$ cat config.mk
export PLATFORM = sky130hd
export DESIGN_NAME = decoder_2to4
export DESIGN_NICKNAME = d
export VERILOG_FILES = /design/src/rtl/decoder_pkg.sv /design/src/rtl/decoder_2to4_core.sv /design/src/rtl/decoder_2to4.sv
export SDC_FILE = /design/constraint.sdc
export NUM_CORES = 1
export LEC_CHECK = 0
export ABC_AREA = 0
export BUFFER_PORTS_ARGS = -buffer_cell sky130_fd_sc_hd__buf_4
export CAP_MARGIN = 20
export CORE_AREA = 2 2 39 41
export DETAILED_ROUTE_END_ITERATION = 8
export DIE_AREA = 0 0 41 43
export HOLD_SLACK_MARGIN = 0.02
export PLACE_DENSITY_LB_ADDON = 0.15
export SETUP_SLACK_MARGIN = 0.4
export SYNTH_ARGS = -nofsm -noshare
export SYNTH_HDL_FRONTEND = slang
export SYNTH_SLANG_ARGS = --single-unit
export TNS_END_PERCENT = 50
$ cat constraint.sdc
create_clock -name clk -period 0.8 [get_ports clk]
set_input_delay 0.08 -clock clk [delete_from_list [all_inputs] [get_ports clk]]
set_output_delay 0.08 -clock clk [all_outputs]
set_load 0.05 [all_outputs]
$ cat src/rtl/decoder_pkg.sv
// Shared widths and the one-hot decode function for the 2-to-4 decoder.
package decoder_pkg;

    localparam int SEL_W   = 2;
    localparam int NUM_OUT = 4;

    // Any select that is not a clean 0/1 pattern falls to default, giving all-zero.
    function automatic logic [NUM_OUT-1:0] onehot4(input logic [SEL_W-1:0] sel);
        logic [NUM_OUT-1:0] dec;
        case (sel)
            2'b00:   dec = 4'b0001;
            2'b01:   dec = 4'b0010;
            2'b10:   dec = 4'b0100;
            2'b11:   dec = 4'b1000;
            default: dec = 4'b0000;
        endcase
        return dec;
    endfunction

endpackage

$ cat src/rtl/decoder_2to4_core.sv
// Purely combinational select-to-one-hot decode.
module decoder_2to4_core
    import decoder_pkg::*;
(
    input  logic [SEL_W-1:0]   sel,
    output logic [NUM_OUT-1:0] dec
);

    always_comb begin
        dec = onehot4(sel);
    end

endmodule

$ cat src/rtl/decoder_2to4.sv
// 2-to-4 decoder: zero-latency one-hot outputs plus a registered copy for clocked consumers.
module decoder_2to4
    import decoder_pkg::*;
(
    input  logic               clk,
    input  logic               rst,
    input  logic               a0,
    input  logic               a1,
    output logic               d0,
    output logic               d1,
    output logic               d2,
    output logic               d3,
    output logic [NUM_OUT-1:0] q
);

    logic [SEL_W-1:0]   sel;
    logic [NUM_OUT-1:0] dec;

    assign sel = {a1, a0};

    decoder_2to4_core u_core (
        .sel (sel),
        .dec (dec)
    );

    assign d0 = dec[0];
    assign d1 = dec[1];
    assign d2 = dec[2];
    assign d3 = dec[3];

    // Reset only clears the registered copy; the combinational outputs keep tracking sel.
    always_ff @(posedge clk) begin
        if (rst) begin
            q <= '0;
        end else begin
            q <= dec;
        end
    end

endmodule

==> reports/metrics.yaml, run 1 <==
status: "complete, no violations"
clkSinkCount: 4
rsz0062_at_grt: "yes"
die_w_um: 41
post_cts_buffers: 0
yosysMostFrequentCell: "dfxtp_1"
synthTopCellsByCount: "4 x dfxtp_1, 2 x nor2b_1, 2 x nor3b_2"
reg_top3: "q (4)"
worst_setup_path_start_kind: "flip-flop"
synth_edf_count: 0
critPathArrivalTime_ns: 0.70
nFillCells: 145
grt_pass1_wl_um: 524
comb_power_share_pct: 29.9
rows: 14
cp.required_ns: 0.72
dp.cells: 39
maxSlewViolCount: 0
grt_use_total_pct: 5.41
power_frac_seq_pct: 32.4
powerDensity_nw_per_um2: 1640
cap_violations: 0
cp_cell_sequence: "buf_8"
overflow: 0
clkPwrFrac_pct: 37.8
path_clk_slew_ns: 0.03
placed_cell_area_sq_um: 283
num_io_pins: 12
cp-end-kind: "output port"
multi_input_area_sq_um: 86.3
grt_pass1_vias: 142
finalNetCount: 32
critical_path_buf_inv_count: 1
cp_num_cells: 1
drt_iter0_drc: 1
p_leak_nw: 0.166
syn_area_sq_um: 143
finalWirelength_um: 359
slowest_delay_ns: 0.33
ys_seq_area_share_pct: 56.1
grt_max_degree: 9
core_sq_um: 1380
hold_end: "q[1]"
cts_tree: "done"
path_delay_family: "flip-flops"
max-clock-path-buffers: 2
tightest_slew_ns: 0.132
largest_reg_flops: 4
regArea_sq_um: 95.1
viasPerCell: 3.24
synthArstFlopShare_pct: 0
setup_tns_ns: 0
cp_max_fo: 1
period_minus_slack_ns: 0.782
yosys.area.top_type: "dfxtp_1"
ir_drop_uv: 491
switchingPower_w: 0.000178
die_area_sq_um: 1760
postRouteAntennaNets: 0
cts_hold_buf: 0
initial_utilization_pct: 10.3
synth_cell_types: 7
hp-start: "a1"
relSlewSlack_pct: 91.1
vias: 136
worstHoldPathType: "in -> reg"
h-tree-depth: 1
hold_depth: 2
cp_slowest_cell: "dfxtp_4"
syn2layout_area_growth_pct: 172
setup_viol: 0
antenna_found_initial: 0
drive_above_1_share_pct: 92.3
p_int_w: 0.000458
ys_seq_elements: 4
timing.final.crit_share_pct: 97.7
holdWs_ns: 0.0312
drc_errors: 0
synth_top_area_share_pct: 56.1
stdcell_count: 42
cts-root-buf: "clkbuf_4"
final-hold-violation-count: 0
critPathKind: "reg -> out"
die_height_um: 43
yosys-top-cells-area: "dfxtp_1 56%, nor3b_2 18%, nor2b_1 8.8%, and3b_1 6.1%, and2_2 5.3%"
syn_avg_cell_area_sq_um: 11.9
cts_made_buffers: 3
antennaDiodeCount: 0
synth_ff_type: "dfxtp_1"
synthesis.nets: 16
final_area_sq_um: 388
sw_frac_of_total_pct: 27.9
regMostFlops: "q"
firstDrtPassIters: 2
wire_per_inst_um: 8.55
fmax_mhz: 1280
place_congestion: 0.545
io_buffers: 11
yosysWarnings: 0
p_total_w: 0.000636
synth_cells: 12
## cell usage in the layout, fill, tap and decap left out, drive strengths merged
| master | instances |
|---|---|
| and2 | 1 |
| and3b | 1 |
| nor3 | 1 |
| clkbuf | 3 |
| dfxtp | 4 |
| nor2b | 2 |
| nor2 | 1 |
| nor3b | 2 |
| buf | 11 |
## area by class of cell
| class | instances | share of cell area (%) |
|---|---|---|
| sequential | 4 | 24.5 |
| timing repair buffer | 11 | 42.3 |
| clock buffer | 3 | 5.81 |
| tap | 16 | 5.16 |
| multi-input combinational | 8 | 22.3 |
## power groups by stage
stage | Combinational, W | Sequential (W) | Clock [W]
after floorplan | 0.0000611 | 0.000235 | 0
after global placement | 0.000147 | 0.000206 | 0
after detailed placement | 0.000148 | 0.000206 | 0
after CTS | 0.000159 | 0.000206 | 0.000259
after global routing | 0.000199 | 0.000206 | 0.000263
final | 0.000190 | 0.000206 | 0.000240
## logic make-up (layout without fill, tap and decap cells)
kind of cell / count (synthesis) / count (layout) / share of synthesized area, %
AND/OR/NAND/NOR: 8 / 8 / 43.9
buffers and inverters: 0 / 14 / 0
flip-flops: 4 / 4 / 56.1
## per-stage QoR
step	utilization, %	setup slack [ns]
floorplan	-	0.312
global placement	20.4	0.115
detailed placement	20.4	0.106
CTS	24.2	0.00448
global route	28.0	-0.000547
finish	28.0	0.0181
## per-layer routing
layer	part of all wire [%]	wire, um	GRT usage, %
met1	29	104	4.15
met2	58	210	6.88
met3	12	43	0.524
met4	0	0	12.0
met5	0	0	0
## worst max path at each step
stage	from	end
after floorplan	q[0]	q[0]
after global placement	a1	d3
after detailed placement	a1	d3
after CTS	q[1]	q[1]
after global routing	q[1]	q[1]
final	q[1]	q[1]
## what timing repair did
item	in CTS	in global routing
resized for setup	8	14
endpoints found under the setup margin	8	8
pin swaps	0	2
Note: power is estimated with default switching activity, not from simulation.
==> inputs of run 2 (changes only) <==
--- a/config.mk
+++ b/config.mk
@@ -13,7 +13,7 @@
 export DIE_AREA = 0 0 41 43
 export HOLD_SLACK_MARGIN = 0.02
 export PLACE_DENSITY_LB_ADDON = 0.15
-export SETUP_SLACK_MARGIN = 0.4
+export SETUP_SLACK_MARGIN = 0.02
 export SYNTH_ARGS = -nofsm -noshare
 export SYNTH_HDL_FRONTEND = slang
 export SYNTH_SLANG_ARGS = --single-unit
==> reports/metrics.yaml, run 2 (same netlist as run 1, synthesis figures left out) <==
cp.required_ns: 0.72
final.setup.worst_slack_ns: 0.0315
die_w_um: 41
die_height_um: 43
setup_viol: 0
relSlewSlack_pct: 90.7
rows: 14
stdcell_count: 42
post-place-ws_ns: 0.134
cp_cell_sequence: "buf_6"
hp-start: "rst"
cp_slowest_cell: "dfxtp_2"
maxSlewViolCount: 0
firstDrtPassIters: 1
status: "complete, no violations"
critPathKind: "reg -> out"
slowest_delay_ns: 0.31
cap_violations: 0
h-tree-depth: 1
num_io_pins: 12
cp_max_fo: 1
wire_per_inst_um: 7.60
path_delay_family: "flip-flops"
setup_tns_ns: 0
clkSinkCount: 4
grt_pass1_wl_um: 476
largest_reg_flops: 4
reg_top3: "q (4)"
nFillCells: 152
place_congestion: 0.532
worst_setup_path_start_kind: "flip-flop"
path_clk_slew_ns: 0.04
cts-root-buf: "clkbuf_4"
critical_path_buf_inv_count: 1
drc_errors: 0
finalWirelength_um: 319
period_minus_slack_ns: 0.768
timing.final.crit_share_pct: 96.1
dpl.hpwl_um: 241
finalNetCount: 32
io_buffers: 11
dp.cells: 39
grt_use_total_pct: 4.72
initial_utilization_pct: 10.3
critPathArrivalTime_ns: 0.69
vias: 129
grt_max_degree: 9
cts_hold_buf: 0
fmax_mhz: 1300
regMostFlops: "q"
cp-end-kind: "output port"
rsz0062_at_grt: "yes"
max-clock-path-buffers: 2
syn2layout_area_growth_pct: 109
hold_depth: 2
worstHoldPathType: "in -> reg"
powerDensity_nw_per_um2: 2010
drt_iter0_drc: 0
p_total_w: 0.000598
antenna_found_initial: 0
ir_drop_uv: 402
viasPerCell: 3.07
hold_end: "q[2]"
overflow: 0
grt_pass1_vias: 130
postRouteAntennaNets: 0
final-hold-violation-count: 0
die_area_sq_um: 1760
tightest_slew_ns: 0.138
p_leak_nw: 0.135
holdWs_ns: 0.0367
core_sq_um: 1380
final_cell_mix: "7 x buf_4, 4 x dfxtp_2, 3 x clkbuf_4"
layout_commonest_cell: "buf_4"
cts_tree: "done"
drive_above_1_share_pct: 84.6
cts_made_buffers: 3
antennaDiodeCount: 0
## run 2: cell counts in the layout (fill, tap and decap cells not counted)
Identical to the previous run, type by type.
## run 2: metal layers
layer	vias up	GRT usage [%]	share of wire [%]
met5	-	0	0
met3	0	1.57	18
li1	68	-	-
met1	49	4.50	35
met4	0	8.00	0
met2	12	5.63	46
## run 2: metrics by stage
stage	cell area, sq um	util [%]
final	298	21.5
after global routing	298	21.5
after CTS	290	21.0
after detailed placement	248	17.9
after global placement	248	17.9
after floorplan	145	-
## run 2: layout make-up
type                            instances  area [sq um]  share of cell area, %
Clock buffer                            3          22.5                   7.56
Multi-Input combinational cell          8          65.1                   21.8
Sequential cell                         4          85.1                   28.6
Tap cell                               16          20.0                   6.72
Timing Repair Buffer                   11           105                   35.3
## run 2: report_power, final
part           leakage [nW]  total (W)  internal [W]  switching, W
clock network        0.0138   0.000241      0.000167     0.0000740
registers            0.0344   0.000214      0.000210    0.00000399
logic                0.0866   0.000143     0.0000528     0.0000898
total                 0.135   0.000598      0.000430      0.000168
## run 2: timing repair
item                       4_1_cts  5_1_grt
setup endpoints to repair        4        4
gates resized for setup          8        2
setup buffers                    0        0
## run 2: how the worst max path moves through the flow
stage | end | slack [ns] | startpoint | cells past startpoint
final | q[0] | 0.03 | q[0] | 1
after global routing | q[2] | 0.009 | q[2] | 1
after CTS | q[0] | 0.02 | q[0] | 1
after detailed placement | d3 | 0.13 | a1 | 3
after global placement | d3 | 0.14 | a1 | 3
after floorplan | d2 | -0.07 | a1 | 1
==> inputs of run 3 (changes only) <==
--- a/config.mk
+++ b/config.mk
@@ -8,9 +8,9 @@
 export ABC_AREA = 0
 export BUFFER_PORTS_ARGS = -buffer_cell sky130_fd_sc_hd__buf_4
 export CAP_MARGIN = 20
-export CORE_AREA = 2 2 39 41
+export CORE_AREA = 5 5 42 44
 export DETAILED_ROUTE_END_ITERATION = 8
-export DIE_AREA = 0 0 41 43
+export DIE_AREA = 0 0 47 49
 export HOLD_SLACK_MARGIN = 0.02
 export PLACE_DENSITY_LB_ADDON = 0.15
 export SETUP_SLACK_MARGIN = 0.02
==> reports/metrics.yaml, run 3 (same netlist as run 1, synthesis figures left out) <==
ir_drop_uv: 487
path_clk_slew_ns: 0.04
drive_above_1_share_pct: 84.6
final_cell_mix: "7 x buf_4, 4 x dfxtp_2, 3 x clkbuf_4, 3 x buf_6, 2 x nor3b_2"
cp.required_ns: 0.72
post_cts_buffers: 0
firstDrtPassIters: 1
worstHoldPathType: "in -> reg"
largest_reg_flops: 4
nFillCells: 159
cts_tree: "done"
rows: 14
period_minus_slack_ns: 0.770
clkSinkCount: 4
die_w_um: 47
p_total_w: 0.000600
max-clock-path-buffers: 2
finalNetCount: 32
regMostFlops: "q"
fmax_mhz: 1300
h-tree-depth: 1
grt_max_degree: 9
status: "complete, no violations"
grt_pass1_wl_um: 565
cap_violations: 0
place_congestion: 0.542
core_sq_um: 1400
startpoint: "q[3]"
drc_errors: 0
vias: 132
slowest_delay_ns: 0.31
layout_commonest_cell: "buf_4"
cts_made_buffers: 3
relSlewSlack_pct: 90.7
placed_cell_area_sq_um: 248
io_buffers: 11
die_height_um: 49
hp-start: "rst"
cp_cell_sequence: "buf_6"
drt_iter0_drc: 0
cp_max_fo: 1
multi_input_area_sq_um: 65.1
finalWirelength_um: 367
antenna_found_initial: 0
maxSlewViolCount: 0
cp-end-kind: "output port"
postRouteAntennaNets: 0
num_io_pins: 12
timing.final.crit_share_pct: 96.3
rsz0062_at_grt: "yes"
viasPerCell: 3.14
tightest_slew_ns: 0.139
reg_top3: "q (4)"
regArea_sq_um: 85.1
dp.cells: 39
critPathArrivalTime_ns: 0.69
final-hold-violation-count: 0
final_area_sq_um: 294
path_delay_family: "flip-flops"
wire_per_inst_um: 8.74
worst_setup_path_start_kind: "flip-flop"
initial_utilization_pct: 10.2
powerDensity_nw_per_um2: 2040
stdcell_count: 42
critPathKind: "reg -> out"
die_area_sq_um: 2300
critical_path_buf_inv_count: 1
antennaDiodeCount: 0
overflow: 0
cp_slowest_cell: "dfxtp_2"
syn2layout_area_growth_pct: 106
grt_pass1_vias: 155
setup_viol: 0
p_leak_nw: 0.134
cts-root-buf: "clkbuf_4"
grt_use_total_pct: 3.87
-- run 3: cell counts in the layout (fill, tap and decap cells not counted) --
Identical to the previous run, type by type.
-- run 3: layer usage --
layer	GRT usage, %	vias to the layer above	part of all wire [%]
met4	8.29	0	0
li1	-	68	-
met2	4.75	9	54
met1	3.08	55	32
met3	0.738	0	14
met5	0	-	0
-- run 3: layout make-up --
| class | count | area share (%) |
|---|---|---|
| clock buffers | 3 | 7.66 |
| multi-input cells | 8 | 22.1 |
| repair buffers | 11 | 34.5 |
| well taps | 16 | 6.81 |
| flip-flops and latches | 4 | 28.9 |
-- run 3: worst paths after layout --
path,to,slack [ns],cells past startpoint
setup / recovery,q[3],0.03,1
hold / removal,q[1],0.03,2
-- run 3: stage by stage --
stage	util, %	setup WS [ns]	TNS, ns	hold slack (ns)
final	21.0	0.0296	0	0.0343
after global routing	21.0	0.0000975	0	0.0328
after CTS	21.0	0.0158	0	0.0235
after detailed placement	17.7	0.132	0	0.281
after global placement	17.7	0.133	0	0.281
after floorplan	-	-0.0674	-0.0810	0.149
-- run 3: report_power, final --
part / internal (W) / switching (W) / total [W] / leakage, nW
sequential: 0.000210 / 0.00000368 / 0.000214 / 0.0344
combinational: 0.0000513 / 0.0000900 / 0.000141 / 0.0855
clock: 0.000167 / 0.0000773 / 0.000245 / 0.0138
-- run 3: repair_timing --
action / CTS / global route
gates resized for setup: 9 / 0
hold buffers: 0 / 0
endpoints found under the setup margin: 4 / 4
gates cloned: 0 / 0
hold endpoints to repair: 0 / 0
